[config.mk]
export PLATFORM = sky130hd
export DESIGN_NAME = i2c_target_reader_flat
export DESIGN_NICKNAME = d
export VERILOG_FILES = /design/src/rtl/i2c_pkg.sv /design/src/rtl/i2c_target_reader_if.sv /design/src/rtl/i2c_line_filter.sv /design/src/rtl/i2c_target_reader.sv /design/src/flat_wrapper.sv
export SDC_FILE = /design/constraint.sdc
export NUM_CORES = 1
export LEC_CHECK = 0
export ABC_AREA = 1
export BUFFER_PORTS_ARGS = -buffer_cell sky130_fd_sc_hd__buf_2
export CAP_MARGIN = 20
export CORE_MARGIN = 2
export CORE_UTILIZATION = 47
export DETAILED_ROUTE_END_ITERATION = 12
export PLACE_DENSITY = 0.68
export SYNTH_ARGS = -nofsm -noshare
export SYNTH_HDL_FRONTEND = slang
export SYNTH_SLANG_ARGS = --single-unit
[constraint.sdc]
create_clock -name clk -period 1.55 [get_ports clk]
set_clock_uncertainty 0.1 [all_clocks]
set_input_delay 0.2325 -clock clk [delete_from_list [all_inputs] [get_ports clk]]
set_output_delay 0.2325 -clock clk [all_outputs]
set_load 0.03 [all_outputs]
[src/rtl/i2c_pkg.sv]
// Shared types and constants for the I2C target reader.
// Latency: n/a (declarations only).
// Backpressure: n/a.
package i2c_pkg;

  // Bit/byte sequencer states.
  typedef enum logic [2:0] {
    IDLE,
    ADDR,
    ADDR_ACK,
    PTR,
    PTR_ACK,
    TX,
    TX_ACK,
    WAIT_STOP
  } state_t;

  // SDA levels of the ninth (acknowledge) bit.
  localparam logic ACK  = 1'b0;
  localparam logic NACK = 1'b1;

  // Bit counter covers the 8 data bits of a byte.
  localparam int BIT_CNT_W = 3;
  localparam logic [BIT_CNT_W-1:0] BIT_LAST = '1;

endpackage

[src/rtl/i2c_target_reader_if.sv]
// Pad and register-bank signals of the I2C target reader.
// Latency: n/a (wiring only).
// Backpressure: none; the bank answers combinationally on data_in.
// Ports: scl_in/sda_in raw pads, sda_oe open-drain pull-down, addr/data_in
//        register bank read port, rd_strobe byte-latch pulse, busy transfer flag.
interface i2c_target_reader_if;
  logic       scl_in;
  logic       sda_in;
  logic       sda_oe;
  logic [3:0] addr;
  logic [7:0] data_in;
  logic       rd_strobe;
  logic       busy;

  modport slave (
    input  scl_in, sda_in, data_in,
    output sda_oe, addr, rd_strobe, busy
  );

  modport master (
    output scl_in, sda_in, data_in,
    input  sda_oe, addr, rd_strobe, busy
  );
endinterface

[src/rtl/i2c_line_filter.sv]
// Pad line conditioner: 2-flop synchronizer, FILTER_LEN glitch filter, edge events.
// Latency: level and rise/fall pulse appear 2 + FILTER_LEN clk after a pad edge.
// Backpressure: none; events are single-clk pulses.
// Ports: clk/rst, line_raw (asynchronous pad), level (filtered), rise/fall (1-clk).
module i2c_line_filter #(
  parameter int FILTER_LEN = 3
) (
  input  logic clk,
  input  logic rst,
  input  logic line_raw,
  output logic level,
  output logic rise,
  output logic fall
);

  localparam int CNT_W = (FILTER_LEN > 1) ? $clog2(FILTER_LEN) : 1;

  logic             sync1;
  logic             sync2;
  logic [CNT_W-1:0] cnt;

  // cnt counts consecutive synchronized samples that disagree with the
  // current level; the FILTER_LEN-th such sample flips the level.
  always_ff @(posedge clk or posedge rst) begin
    if (rst) begin
      sync1 <= 1'b1;
      sync2 <= 1'b1;
      cnt   <= '0;
      level <= 1'b1;
      rise  <= 1'b0;
      fall  <= 1'b0;
    end else begin
      sync1 <= line_raw;
      sync2 <= sync1;
      rise  <= 1'b0;
      fall  <= 1'b0;
      if (sync2 == level) begin
        cnt <= '0;
      end else if (cnt == CNT_W'(FILTER_LEN - 1)) begin
        cnt   <= '0;
        level <= sync2;
        rise  <= sync2;
        fall  <= ~sync2;
      end else begin
        cnt <= cnt + 1'b1;
      end
    end
  end

endmodule

[src/rtl/i2c_target_reader.sv]
// I2C target that sets a register pointer on write and streams bank bytes on read.
// Latency: sda_oe moves 1 clk after a filtered SCL fall; addr follows the pointer by 1 clk.
// Backpressure: none; SCL is never stretched, the bank must answer combinationally.
// Ports: clk/rst, bus (slave modport: pads, bank read port, rd_strobe, busy).
module i2c_target_reader
  import i2c_pkg::*;
#(
  parameter logic [6:0] DEV_ADDR   = 7'h42,
  parameter int         NUM_REGS   = 4,
  parameter int         FILTER_LEN = 3
) (
  input  logic                  clk,
  input  logic                  rst,
  i2c_target_reader_if.slave    bus
);

  localparam logic [3:0] PTR_LAST   = 4'(NUM_REGS - 1);
  localparam logic [7:0] NUM_REGS_B = 8'(NUM_REGS);

  logic scl_lvl, scl_rise, scl_fall;
  logic sda_lvl, sda_rise, sda_fall;

  i2c_line_filter #(.FILTER_LEN(FILTER_LEN)) u_scl_filter (
    .clk      (clk),
    .rst      (rst),
    .line_raw (bus.scl_in),
    .level    (scl_lvl),
    .rise     (scl_rise),
    .fall     (scl_fall)
  );

  i2c_line_filter #(.FILTER_LEN(FILTER_LEN)) u_sda_filter (
    .clk      (clk),
    .rst      (rst),
    .line_raw (bus.sda_in),
    .level    (sda_lvl),
    .rise     (sda_rise),
    .fall     (sda_fall)
  );

  logic start_det, stop_det;
  assign start_det = sda_fall & scl_lvl;
  assign stop_det  = sda_rise & scl_lvl;

  state_t               state, state_nxt;
  logic [BIT_CNT_W-1:0] bit_cnt, bit_cnt_nxt;
  logic [7:0]           shift, shift_nxt;
  logic [3:0]           ptr, ptr_nxt;
  logic [3:0]           addr_q;
  logic                 rw, rw_nxt;
  logic                 sda_oe, sda_oe_nxt;
  logic                 rd_strobe, rd_strobe_nxt;
  logic                 busy, busy_nxt;

  always_ff @(posedge clk or posedge rst) begin
    if (rst) begin
      state     <= IDLE;
      bit_cnt   <= '0;
      shift     <= '0;
      ptr       <= '0;
      addr_q    <= '0;
      rw        <= 1'b0;
      sda_oe    <= 1'b0;
      rd_strobe <= 1'b0;
      busy      <= 1'b0;
    end else begin
      state     <= state_nxt;
      bit_cnt   <= bit_cnt_nxt;
      shift     <= shift_nxt;
      ptr       <= ptr_nxt;
      addr_q    <= ptr;
      rw        <= rw_nxt;
      sda_oe    <= sda_oe_nxt;
      rd_strobe <= rd_strobe_nxt;
      busy      <= busy_nxt;
    end
  end

  // sda_oe is always the complement of the SDA level we want on the bus.
  // In the ACK states bit_cnt is reused as a phase flag: 0 until the
  // acknowledge has been driven (ADDR_ACK/PTR_ACK) or sampled (TX_ACK).
  always_comb begin
    state_nxt     = state;
    bit_cnt_nxt   = bit_cnt;
    shift_nxt     = shift;
    ptr_nxt       = ptr;
    rw_nxt        = rw;
    sda_oe_nxt    = sda_oe;
    rd_strobe_nxt = 1'b0;
    busy_nxt      = busy;

    if (stop_det) begin
      state_nxt  = IDLE;
      sda_oe_nxt = 1'b0;
      busy_nxt   = 1'b0;
    end else if (start_det) begin
      state_nxt   = ADDR;
      bit_cnt_nxt = '0;
      sda_oe_nxt  = 1'b0;
      busy_nxt    = 1'b1;
    end else begin
      unique case (state)
        IDLE, WAIT_STOP: ;

        ADDR, PTR: begin
          if (scl_rise) begin
            shift_nxt   = {shift[6:0], sda_lvl};
            bit_cnt_nxt = bit_cnt + 1'b1;
            if (bit_cnt == BIT_LAST) begin
              state_nxt = (state == ADDR) ? ADDR_ACK : PTR_ACK;
            end
          end
        end

        ADDR_ACK: begin
          if (scl_fall) begin
            if (bit_cnt == '0) begin
              if (shift[7:1] == DEV_ADDR) begin
                sda_oe_nxt  = ~ACK;
                rw_nxt      = shift[0];
                bit_cnt_nxt = 1;
              end else begin
                state_nxt = WAIT_STOP;
              end
            end else if (rw) begin
              // First read byte: latch the bank and present its MSB.
              shift_nxt     = bus.data_in;
              sda_oe_nxt    = ~bus.data_in[7];
              rd_strobe_nxt = 1'b1;
              bit_cnt_nxt   = '0;
              state_nxt     = TX;
            end else begin
              sda_oe_nxt  = 1'b0;
              bit_cnt_nxt = '0;
              state_nxt   = PTR;
            end
          end
        end

        PTR_ACK: begin
          if (scl_fall) begin
            if (bit_cnt == '0) begin
              if (shift < NUM_REGS_B) begin
                ptr_nxt    = shift[3:0];
                sda_oe_nxt = ~ACK;
              end else begin
                sda_oe_nxt = ~NACK;
              end
              bit_cnt_nxt = 1;
            end else begin
              sda_oe_nxt = 1'b0;
              state_nxt  = WAIT_STOP;
            end
          end
        end

        TX: begin
          // MSB is already on the bus from the load; each fall moves on one bit,
          // and the eighth fall hands SDA back for the controller's acknowledge.
          if (scl_fall) begin
            if (bit_cnt == BIT_LAST) begin
              sda_oe_nxt  = 1'b0;
              bit_cnt_nxt = '0;
              state_nxt   = TX_ACK;
            end else begin
              shift_nxt   = {shift[6:0], 1'b0};
              sda_oe_nxt  = ~shift[6];
              bit_cnt_nxt = bit_cnt + 1'b1;
            end
          end
        end

        TX_ACK: begin
          if (scl_rise && bit_cnt == '0) begin
            if (sda_lvl == ACK) begin
              ptr_nxt     = (ptr == PTR_LAST) ? 4'd0 : ptr + 4'd1;
              bit_cnt_nxt = 1;
            end else begin
              state_nxt = WAIT_STOP;
            end
          end else if (scl_fall && bit_cnt != '0) begin
            // addr has followed the incremented pointer for many clks by now.
            shift_nxt     = bus.data_in;
            sda_oe_nxt    = ~bus.data_in[7];
            rd_strobe_nxt = 1'b1;
            bit_cnt_nxt   = '0;
            state_nxt     = TX;
          end
        end

        default: state_nxt = IDLE;
      endcase
    end
  end

  assign bus.sda_oe    = sda_oe;
  assign bus.addr      = addr_q;
  assign bus.rd_strobe = rd_strobe;
  assign bus.busy      = busy;

endmodule

[src/flat_wrapper.sv]
// flat-port wrapper written by rule: the top's interface ports become plain ports
module i2c_target_reader_flat import i2c_pkg::*;
#(
  parameter logic [6:0] DEV_ADDR   = 7'h42,
  parameter int         NUM_REGS   = 4,
  parameter int         FILTER_LEN = 3
)
  (clk, rst, bus_scl_in, bus_sda_in, bus_data_in, bus_sda_oe, bus_addr, bus_rd_strobe, bus_busy);
  i2c_target_reader_if bus_i ();
  input  logic clk;
  input  logic rst;
  input wire logic [$bits(bus_i.scl_in)-1:0] bus_scl_in;
  input wire logic [$bits(bus_i.sda_in)-1:0] bus_sda_in;
  input wire logic [$bits(bus_i.data_in)-1:0] bus_data_in;
  output wire logic [$bits(bus_i.sda_oe)-1:0] bus_sda_oe;
  output wire logic [$bits(bus_i.addr)-1:0] bus_addr;
  output wire logic [$bits(bus_i.rd_strobe)-1:0] bus_rd_strobe;
  output wire logic [$bits(bus_i.busy)-1:0] bus_busy;
  assign bus_i.scl_in = bus_scl_in;
  assign bus_i.sda_in = bus_sda_in;
  assign bus_i.data_in = bus_data_in;
  assign bus_sda_oe = bus_i.sda_oe;
  assign bus_addr = bus_i.addr;
  assign bus_rd_strobe = bus_i.rd_strobe;
  assign bus_busy = bus_i.busy;
  i2c_target_reader #(.DEV_ADDR(DEV_ADDR), .NUM_REGS(NUM_REGS), .FILTER_LEN(FILTER_LEN)) u_core (.clk(clk), .rst(rst), .bus(bus_i));
endmodule
==> flow_metrics.env <==
export IMPL_reg2reg_to="u_core.shift[2]"
export IMPL_maxCapViolations=0
export IMPL_clockBufferDepth=2
export IMPL_power_mw=6.43
export IMPL_cts_buffers=5
export IMPL_yosysSeqAreaShare=0.465
export IMPL_post_route_util=0.695
export IMPL_endpoint_kind="flip-flop"
export IMPL_fmax_mhz=591
export IMPL_crit_type="flip-flop to flip-flop"
export IMPL_status="complete, but fails checks"
export IMPL_ys_flop_type="dfrtp_1"
export IMPL_grt_pass1_vias=2009
export IMPL_worst_setup_path_start_kind="flip-flop"
export IMPL_core_area_um2=4380
export IMPL_drt_total_wl_mm=5.43
export IMPL_drc=0
export IMPL_synthCells=272
export IMPL_dieArea_um2=5170
export IMPL_r2r_cells=8
export IMPL_cts_max_level=2
export IMPL_violations="negative setup slack"
export IMPL_total_leakage_power_nw=1.56
export IMPL_antenna_found_initial=0
export IMPL_areaGrowthSynthToFinish_pct=40.6
export IMPL_portBuffers=18
export IMPL_grt_max_degree=41
export IMPL_period_needed_ns=1.69
export IMPL_max_slew_worst_pin_slew_ns=0.303
export IMPL_drt_vias_per_instance=5.02
export IMPL_drt_iter0_drc=120
export IMPL_cts_root_buffer="clkbuf_8"
export IMPL_place_ws_ns=-0.239
export IMPL_async_flop_share=1.00
export IMPL_min_period_over_period=1.09
export IMPL_synth_nets=288
export IMPL_ant_nets=0
export IMPL_grt_pass1_wl_mm=9.16
export IMPL_maxSlewHeadroom=0.797
export IMPL_tns_ns=-1.88
export IMPL_grt_overflow_total=0
export IMPL_syn_area_um2=2170
export IMPL_yosys_register_bits=40
export IMPL_finalNetCount=365
export IMPL_synth_edff_count=0
export IMPL_die_w_um=71.9
export IMPL_place_gp_congestion=0.955
export IMPL_grt_usage=0.230
export IMPL_startpoint="u_core.state[2]"
export IMPL_syn_area_per_cell_um2=7.97
export IMPL_crit_end="u_core.shift[2]"
export IMPL_min_delay_path_class="input pin to flip-flop"
export IMPL_yosys_area_top_type="dfrtp_1"
export IMPL_chipHeight_um=71.9
export IMPL_firstDrtPassIters=4
export IMPL_core_rowCount=24
export IMPL_reg2reg_slack_ns=-0.14
export IMPL_arrival_ns=1.78
export IMPL_yosys_top_cells_area="dfrtp_1 39%, nand2_1 13%, dfstp_2 7.3%"
export IMPL_synth_top_cell_area_share=0.393
export IMPL_rsz0062_at_grt="true"
export IMPL_reg2reg_from="u_core.state[2]"
export IMPL_design_area_um2=3050
export IMPL_cts_sinks=40
export IMPL_hold_viol_final=0
export IMPL_drive_above_1_share=0.449
export IMPL_io_pins=19
export IMPL_synth_distinct_cells=32
export IMPL_fin_cells=402
export IMPL_ys_warnings_count=0
export IMPL_initial_core_util=0.494
export IMPL_place_area_um2=2690
export IMPL_setup_violations=19
export IMPL_dpl_hpwl_mm=3.75
export IMPL_antennaDiodeCount=0
export IMPL_wl_per_cell_um=13.5
export IMPL_powerDensity_nw_per_um2=2110
export IMPL_vias=2018
export IMPL_slew_viol_final=0
export IMPL_dp_cells=382
export IMPL_cts_tree="yes"
export IMPL_cp_required_ns=1.64
export IMPL_fillers=356
export IMPL_worst_skew_pair_late_latency_ns=0.30
export IMPL_layout_setup_ws_ns=-0.143
export IMPL_crit_fanout=8
export IMPL_whs_ns=0.143
export IMPL_clkTransAtPathRegs_ns=0.08
export IMPL_peakVddDrop_mv=0.883
layer usage:
metal / global-route usage / wire length, um
met5: 0 / 0
met1: 0.295 / 2470
met3: 0.0472 / 207
met2: 0.385 / 2660
met4: 0.0860 / 95
registers in the layout, indices dropped and copies added, names as in the netlist, 2 cells and up:
| signal | flops |
|---|---|
| u_core.state | 3 |
| u_core.shift | 8 |
| u_core.u_scl_filter.cnt | 2 |
| u_core.bus.addr | 4 |
| u_core.u_sda_filter.cnt | 2 |
| u_core.ptr | 4 |
| u_core.bit_cnt | 3 |
worst max-delay path, stage by stage (launching register included):
cell,delay (ns)
dfrtp_2,0.49
nor2_4,0.15
nand2_2,0.08
nand2_4,0.10
nor2_4,0.05
nor3_4,0.25
nand3_4,0.19
nand2_2,0.11
o21ai_2,0.05
timing repair:
action / in CTS / in global routing
gates cloned: 1 / 0
setup buffers: 5 / 3
pin swaps: 10 / 3
hold endpoints to repair: 36 / 0
hold buffers: 3 / 0
endpoints found under the setup margin: 20 / 21
gates resized for setup: 30 / 23
worst min path at each step:
stage	from	end	slack, ns	cells after the start
after floorplan	bus_scl_in	u_core.u_scl_filter.sync1	0.14	0
after global placement	rst	u_core.bus.addr[2]	0.20	3
after detailed placement	rst	u_core.bus.addr[2]	0.20	3
after CTS	bus_data_in[1]	u_core.shift[1]	0.15	3
after global routing	bus_data_in[1]	u_core.shift[1]	0.16	3
final	bus_data_in[1]	u_core.shift[1]	0.14	3
power breakdown:
part | total [mW] | internal [mW] | switching, mW
sequential | 1.69 | 1.39 | 0.306
clock | 0.684 | 0.316 | 0.368
combinational | 4.05 | 1.77 | 2.28
total | 6.43 | 3.48 | 2.95
cells by family after synthesis:
group / count (synthesis) / synth area share
flops: 40 / 0.465
mux: 1 / 0.00462
xor+xnor: 4 / 0.0162
compound gates: 40 / 0.112
buf+inv: 39 / 0.0733
fa+ha+maj: 4 / 0.0231
simple gates: 144 / 0.305
cell type report:
| class | instances | area, um^2 | share of cell area |
|---|---|---|---|
| clock buffer | 7 | 76.3 | 0.0251 |
| clock inverter | 1 | 5.00 | 0.00164 |
| inverter | 36 | 138 | 0.0452 |
| multi-input combinational | 194 | 1220 | 0.400 |
| sequential | 40 | 1010 | 0.332 |
| tap | 52 | 65.1 | 0.0214 |
| timing repair buffer | 72 | 531 | 0.174 |
layout by cell type (no fill, tap or decap), types with 8 or more instances in the layout:
| cell | netlist | layout |
|---|---|---|
| buf_2 | 1 | 18 |
| nor3_1 | 9 | 8 |
| inv_1 | 33 | 27 |
| nand2_1 | 76 | 57 |
| nand2_2 | 8 | 22 |
| nor2_1 | 18 | 14 |
| inv_2 | 3 | 8 |
| o21ai_0 | 18 | 15 |
| o21ai_2 | 8 | 9 |
| nand3_1 | 19 | 16 |
| dfrtp_1 | 34 | 31 |
| buf_4 | 0 | 46 |
synthesized netlist by cell type, drive strengths merged (2+ instances only):
library cell,instances
nor2,23
inv,36
buf,2
nand2,84
dfstp,6
a21oi,7
nor3,10
ha,4
dfrtp,34
and3,3
nand3,23
o21ai,28
xnor2,3
(Power assumes the default switching activity.)
